<file path="config.mk">
export PLATFORM = sky130hd
export DESIGN_NAME = universal_shift_engine
export DESIGN_NICKNAME = d
export VERILOG_FILES = /design/src/rtl/universal_shift_engine.sv
export SDC_FILE = /design/constraint.sdc
export NUM_CORES = 1
export LEC_CHECK = 0
export CAP_MARGIN = 10
export CORE_UTILIZATION = 48
export DETAILED_ROUTE_END_ITERATION = 8
export PLACE_DENSITY = 0.87
export SYNTH_ARGS = -nofsm -noshare
export SYNTH_HDL_FRONTEND = slang
export SYNTH_SLANG_ARGS = --single-unit
export TNS_END_PERCENT = 1
</file>
<file path="constraint.sdc">
create_clock -name clk -period 2 [get_ports clk]
set_input_delay 0.5 -clock clk [delete_from_list [all_inputs] [get_ports clk]]
set_output_delay 0.5 -clock clk [all_outputs]
set_load 0.1 [all_outputs]
</file>
<file path="src/rtl/universal_shift_engine.sv">
// rtl/universal_shift_engine.sv - parametrised load/shift register with multi-cycle shift jobs
//
// Holds a WIDTH-bit word that can be parallel-loaded. A started job performs
// 'amount' single-bit shift or rotate steps, one step per clock, and reports
// its progress on a busy/done handshake.
//
// Optional feature macro: USE_SHIFT_ROTATE_EN
//   defined   : mode 10 = ROL, mode 11 = ROR
//   undefined : mode 10 = SHL, mode 11 = SHR (ser_in fill), no rotate logic
//
// Parameters:
//   WIDTH   data word width in bits (>= 2)
//   AMT_W   width of the step-count field (max job length 2**AMT_W-1)
//
// Ports:
//   clk      in   1      rising-edge clock
//   reset    in   1      asynchronous active-high reset, aborts any job
//   load     in   1      parallel load request, honoured only when idle
//   d_in     in   WIDTH  parallel load data
//   start    in   1      start a shift job, honoured only when idle and load=0
//   mode     in   2      00 SHL, 01 SHR, 10 ROL, 11 ROR
//   amount   in   AMT_W  number of single-bit steps in the job
//   ser_in   in   1      fill bit for shifts, sampled on every step edge
//   q_out    out  WIDTH  register contents
//   ser_out  out  1      last bit shifted or rotated out
//   busy     out  1      high while a job is executing
//   done     out  1      one-cycle pulse after the last step

module universal_shift_engine #(
    parameter int WIDTH = 8,
    parameter int AMT_W = 4
) (
    input  logic             clk,
    input  logic             reset,
    input  logic             load,
    input  logic [WIDTH-1:0] d_in,
    input  logic             start,
    input  logic [1:0]       mode,
    input  logic [AMT_W-1:0] amount,
    input  logic             ser_in,
    output logic [WIDTH-1:0] q_out,
    output logic             ser_out,
    output logic             busy,
    output logic             done
);

    typedef enum logic [0:0] {
        IDLE  = 1'b0,
        SHIFT = 1'b1
    } state_t;

    state_t           state, state_nx;
    logic [AMT_W-1:0] cnt, cnt_nx;
    logic [WIDTH-1:0] q, q_nx;
    logic             so, so_nx;
    logic             done_r, done_nx;

    // Direction of the latched job: 0 = towards MSB (left), 1 = towards LSB (right).
    logic             dir_r, dir_nx;

    // Bit entering the vacated end on each step.
    logic             fill;
    logic [WIDTH-1:0] step_q;
    logic             step_out;

`ifdef USE_SHIFT_ROTATE_EN
    logic             rot_r, rot_nx;
`else
    // mode[1] only selects rotation, which this build does not implement.
    logic             unused_mode_hi;
    assign unused_mode_hi = mode[1];
`endif

    // Single step of the datapath for the latched job.
    always_comb begin
        fill = ser_in;
`ifdef USE_SHIFT_ROTATE_EN
        if (rot_r) begin
            fill = dir_r ? q[0] : q[WIDTH-1];
        end
`endif
        if (dir_r) begin
            step_q   = {fill, q[WIDTH-1:1]};
            step_out = q[0];
        end else begin
            step_q   = {q[WIDTH-2:0], fill};
            step_out = q[WIDTH-1];
        end
    end

    // Next-state and datapath control.
    always_comb begin
        state_nx = state;
        cnt_nx   = cnt;
        q_nx     = q;
        so_nx    = so;
        done_nx  = 1'b0;
        dir_nx   = dir_r;
`ifdef USE_SHIFT_ROTATE_EN
        rot_nx   = rot_r;
`endif
        case (state)
            IDLE: begin
                if (load) begin
                    // load wins; a simultaneous start is discarded
                    q_nx = d_in;
                end else if (start) begin
                    dir_nx = mode[0];
`ifdef USE_SHIFT_ROTATE_EN
                    rot_nx = mode[1];
`endif
                    if (amount == '0) begin
                        // empty job: acknowledge without ever raising busy
                        done_nx = 1'b1;
                    end else begin
                        state_nx = SHIFT;
                        cnt_nx   = amount;
                    end
                end
            end
            SHIFT: begin
                q_nx   = step_q;
                so_nx  = step_out;
                cnt_nx = cnt - AMT_W'(1);
                if (cnt == AMT_W'(1)) begin
                    state_nx = IDLE;
                    done_nx  = 1'b1;
                end
            end
            default: begin
                state_nx = IDLE;
            end
        endcase
    end

    always_ff @(posedge clk or posedge reset) begin
        if (reset) begin
            state  <= IDLE;
            cnt    <= '0;
            q      <= '0;
            so     <= 1'b0;
            done_r <= 1'b0;
            dir_r  <= 1'b0;
`ifdef USE_SHIFT_ROTATE_EN
            rot_r  <= 1'b0;
`endif
        end else begin
            state  <= state_nx;
            cnt    <= cnt_nx;
            q      <= q_nx;
            so     <= so_nx;
            done_r <= done_nx;
            dir_r  <= dir_nx;
`ifdef USE_SHIFT_ROTATE_EN
            rot_r  <= rot_nx;
`endif
        end
    end

    assign q_out   = q;
    assign ser_out = so;
    assign busy    = (state == SHIFT);
    assign done    = done_r;

endmodule
</file>
==> flow_metrics.tcl, run 1 <==
set metrics [dict create \
    outcome "completed" \
    timing.fmax_mhz 593.0 \
    reg2reg_from "busy$_DFF_PP0_" \
    synth.ff_latch_count 16 \
    cts_buffers 3 \
    cp.required_ps 1500 \
    synthAdderAreaFrac_pct 2.736 \
    gp_congestion 0.8389 \
    cts-root-buf "clkbuf_4" \
    rsz0062_at_grt "false" \
    yosys_warnings 0 \
    finalHoldViolations 0 \
    grt_pass1_wl_mm 3.636 \
    synth_area_leaders "dfrtp_1 (44%), mux2i_1 (9.8%), a211oi_1 (9.0%)" \
    io_buffers 28 \
    design.die.area_um2 2084 \
    seqCellArea_um2 400.4 \
    syn-cell-area_um2 914.6 \
    syn2layout_area_growth_pct 47.06 \
    drive_gt1_share_pct 19.49 \
    die_width_um 45.65 \
    endpoint_kind "primary output" \
    tns_ps 0 \
    cts_sinks 16 \
    rr_worst_depth 3 \
    start_util_pct 51.84 \
    die_h_um 45.65 \
    synthArstFlopShare_pct 100.0 \
    synth-edff-count 0 \
    postCtsSetupRepairBufs 0 \
    ys.flop_type "dfrtp_1" \
    grt_max_degree 17 \
    maxCapViolCount 0 \
    finClkSkew_ps 7.604 \
    wl_mm 2.243 \
    setup_viol 0 \
    diodes 0 \
    multi_input_area_um2 466.7 \
    htree_levels 1 \
    reg2reg_to "busy$_DFF_PP0_" \
    antenna_found_initial 0 \
    synth_top_area_cell "dfrtp_1" \
    postCtsHoldBufs 0 \
    max_stage_delay_ps 650 \
    whs_endpoint "cnt[3]$_DFFE_PP0P_" \
    synth_sequential_area_ratio_pct 43.78 \
    cp_cell_sequence "buf_12" \
    synth_xor_area_share_pct 0.9576 \
    worstPathMaxFanout 11 \
    ys_types 28 \
    clock_latency_ps 290 \
    startpoint_type "register" \
    worstHoldPathType "reg2reg" \
    min_from "cnt[3]$_DFFE_PP0P_" \
    crit_path_top_delay_cell "dfrtp_1" \
    path_buf_inv 1 \
    wl_per_cell_um 15.69 \
    synthMuxAreaShare_pct 11.08 \
    num_vias 823 \
    yosys.area_share.simple_pct 17.24 \
    drt_iter0_markers 28 \
    clk_pin_slew_ps 100 \
    whs_path_depth 1 \
    cp_data_arrival_time_ps 1190 \
    cts_buffer_depth 2 \
    final_net_count 140 \
    filler_cell_count 120 \
    worstMarginPinSlew_ps 626.7 \
    grt.total_usage_pct 24.94 \
    synth_top_area_share_pct 43.78 \
    cts_resized 0 \
    core.rowCount 15 \
    first_global_vias 812 \
    cp_top_family "flip-flops" \
    synth_compound_area_share_pct 19.02 \
    via_per_inst 5.755 \
    pin_count 30 \
    synth_top_family_by_area "compound AO/OA/AOI/OAI gates" \
    syn_nets 111 \
    ant_nets 0 \
    rrSetupSlack_ps 490 \
    syn_inst 90 \
    crit_type "reg2out" \
    drv_slew 0 \
    cts_tree "built" \
    maxSlewHeadroom_pct 58.18 \
    finalCritPeriodShare_pct 84.31 \
    fin_crit_ps 1686 \
    syn_avg_cell_area_um2 10.16 \
    dp_hpwl_mm 1.572 \
    drc 0 \
    drtPass1Iterations 5 \
    fp.coreArea_um2 1764 \
    overflow 0 \
]
[cell usage after synthesis (2+ instances only)]
cell      count
a211oi_1     11
a21oi_1      11
buf_2         3
clkbuf_1      2
dfrtp_1      16
ha_1          2
inv_1         3
mux2i_1       9
nand2_1       3
nor2_1        2
nor2b_1       9
nor3_1        2
o21ai_0       2
[stage by stage]
stage | instances | worst slack [ps] | util [%] | hold slack (ps) | cell area [µm²]
after detailed placement | 139 | 186.6 | 74.18 | 494.5 | 1309
final | 143 | 313.8 | 76.24 | 527.3 | 1345
after floorplan | 90 | 48.73 | - | 413.7 | 914.6
after global placement | 139 | 213.2 | 74.18 | 485.7 | 1309
after CTS | 143 | 294.2 | 76.24 | 522.0 | 1345
after global routing | 143 | 255.9 | 76.24 | 547.0 | 1345
[registers in the layout, summed over array words and instances, names as in the netlist]
name     count
q_out        8
cnt          4
busy         1
dir_r        1
done         1
ser_out      1
[layout make-up]
type	instances	share of cell area (%)
multi-input cells	64	34.70
flip-flops and latches	16	29.77
repair buffers	30	29.21
clock buffers	4	2.698
well taps	25	2.326
inverters	4	1.302
[worst max-delay path by stage]
stage,slack [ps],cells after the start,from,to
5_1_grt,260,1,busy$_DFF_PP0_,busy
2_1_floorplan,50,4,busy$_DFF_PP0_,busy$_DFF_PP0_
6_report,310,1,busy$_DFF_PP0_,busy
3_3_place_gp,210,4,amount[0],busy$_DFF_PP0_
4_1_cts,290,1,busy$_DFF_PP0_,busy
3_5_place_dp,190,5,load,q_out[1]$_DFFE_PP0P_
[cells by family after synthesis]
logic type,after synthesis
AOI/OAI and AO/OA,28
xor gates and xnor gates,1
and+or+nand+nor,23
buffers and inverters,10
DFF,16
muxes,10
adders and majority gates,2
[metal layers]
metal	up-vias	share of wire, %	track usage (%)	wire, µm
met2	28	53	40.00	1197
met1	409	41	32.17	923
met5	-	0	0	0
met4	0	0.85	12.12	19
li1	384	-	-	-
met3	2	4.5	4.365	101
[placed cells by master (no fill, tap or decap), types with 2 or more instances in the layout]
| cell | n |
|---|---|
| ha_1 | 2 |
| mux2i_1 | 9 |
| nor3_1 | 2 |
| inv_1 | 3 |
| buf_12 | 10 |
| nand2_1 | 3 |
| nor2_1 | 2 |
| dfrtp_1 | 16 |
| nor2b_1 | 9 |
| buf_4 | 3 |
| o21ai_0 | 2 |
| a211oi_1 | 11 |
| clkdlybuf4s50_1 | 17 |
| clkbuf_4 | 3 |
| a21oi_1 | 11 |
Power of run 1 is left out: the tool's default activity adds up to more than one toggle a clock period on the data nets, which glitch-free logic cannot reach.
==> run 2, diff against run 1 <==
Settings changed: CORE_UTILIZATION 48 to 44, PLACE_DENSITY 0.87 to 0.81.
Clock period 2 ns to 1.7 ns, I/O delays scaled along.
==> flow_metrics.tcl, run 2 (same netlist as run 1, synthesis figures left out) <==
set metrics [dict create \
    outcome "completed" \
    tns_ps 0 \
    wl_mm 2.103 \
    drive_gt1_share_pct 22.13 \
    rrSetupSlack_ps 320 \
    cts_resized 0 \
    setup_viol 0 \
    placed_cell_area_um2 1355 \
    grt.total_usage_pct 20.28 \
    endpoint_kind "primary output" \
    cp.required_ps 1270 \
    postCtsHoldBufs 0 \
    gp_congestion 0.7743 \
    crit_type "reg2out" \
    drtPass1Iterations 4 \
    grt_max_degree 17 \
    cp_cell_sequence "buf_12" \
    cts-root-buf "clkbuf_4" \
    path_buf_inv 1 \
    die_h_um 47.59 \
    worstHoldPathType "in2async" \
    final_common_cell "clkdlybuf4s50_1" \
    drc 0 \
    rr_worst_depth 3 \
    cp_data_arrival_time_ps 1070 \
    reg2reg_from "busy$_DFF_PP0_" \
    start_util_pct 46.62 \
    final_net_count 144 \
    final_cell_mix "clkdlybuf4s50_1 (17), dfrtp_1 (15), a211oi_1 (11), a21oi_1 (11), buf_12 (11)" \
    htree_levels 1 \
    core.rowCount 16 \
    io_buffers 28 \
    fp.coreArea_um2 1962 \
    cp_top_family "flip-flops" \
    post-place-ws_ps -27.68 \
    worstPathMaxFanout 13 \
    clk_pin_slew_ps 100 \
    syn2layout_area_growth_pct 51.03 \
    wl_per_cell_um 14.11 \
    timing.fmax_mhz 668.0 \
    drv_slew 0 \
    drt_iter0_markers 21 \
    postCtsSetupRepairBufs 0 \
    crit_path_top_delay_cell "dfrtp_2" \
    cts_tree "built" \
    die_width_um 47.59 \
    largest_reg_flops 8 \
    cts_sinks 16 \
    rsz0062_at_grt "false" \
    clock_latency_ps 290 \
    cts_buffer_depth 2 \
    reg2reg_to "busy$_DFF_PP0_" \
    dpl.cell_count 145 \
    via_per_inst 5.436 \
    final_area_um2 1381 \
    cts_buffers 3 \
    grt_pass1_wl_mm 3.105 \
    worstMarginPinSlew_ps 511.0 \
    pin_count 30 \
    first_global_vias 717 \
    fin_cells 149 \
    design.die.area_um2 2265 \
    startpoint_type "register" \
    dp_hpwl_mm 1.731 \
    maxCapViolCount 0 \
    diodes 0 \
    overflow 0 \
    fin_crit_ps 1497 \
    finalCritPeriodShare_pct 88.06 \
    finalHoldViolations 0 \
    finClkSkew_ps 12.56 \
    ant_nets 0 \
    fin_ws_ps 203.0 \
    maxSlewHeadroom_pct 65.94 \
    num_vias 810 \
    antenna_found_initial 0 \
    max_stage_delay_ps 560 \
]
[run 2: cell types whose count changed in the layout (fill, tap and decap cells not counted)]
cell,previous run,this run
dfrtp_2,0,1
dfrtp_1,16,15
buf_12,10,11
clkbuf_8,1,0
clkbuf_1,0,1
buf_4,3,6
[run 2: routing by layer]
layer / global-route usage, % / wire (µm) / vias up
met5: 0 / 0 / -
met2: 33.97 / 1075 / 19
met3: 5.283 / 54 / 4
met1: 24.41 / 937 / 392
li1: - / - / 395
met4: 9.444 / 36 / 0
[run 2: stage by stage]
stage	util (%)	hold slack, ps
2_1_floorplan	-	338.7
3_3_place_gp	69.07	474.5
3_5_place_dp	69.07	482.0
4_1_cts	70.41	353.9
5_1_grt	70.41	366.6
6_report	70.41	349.5
[run 2: layout make-up]
class	instances	area [µm²]
sequential	16	401.6
clock buffer	4	26.28
inverter	4	17.52
multi-input combinational	64	466.7
fill	158	580.6
tap	27	33.78
timing repair buffer	34	435.4
[run 2: worst max path at each step]
stage / end / startpoint / cells past startpoint / slack [ps]
5_1_grt: busy / busy$_DFF_PP0_ / 1 / 150
3_3_place_gp: busy$_DFF_PP0_ / amount[1] / 4 / 30
2_1_floorplan: busy$_DFF_PP0_ / busy$_DFF_PP0_ / 4 / 30
6_report: busy / busy$_DFF_PP0_ / 1 / 200
3_5_place_dp: q_out[6]$_DFFE_PP0P_ / load / 5 / -30
4_1_cts: busy / busy$_DFF_PP0_ / 1 / 190
Power of run 2 is left out for the same reason.
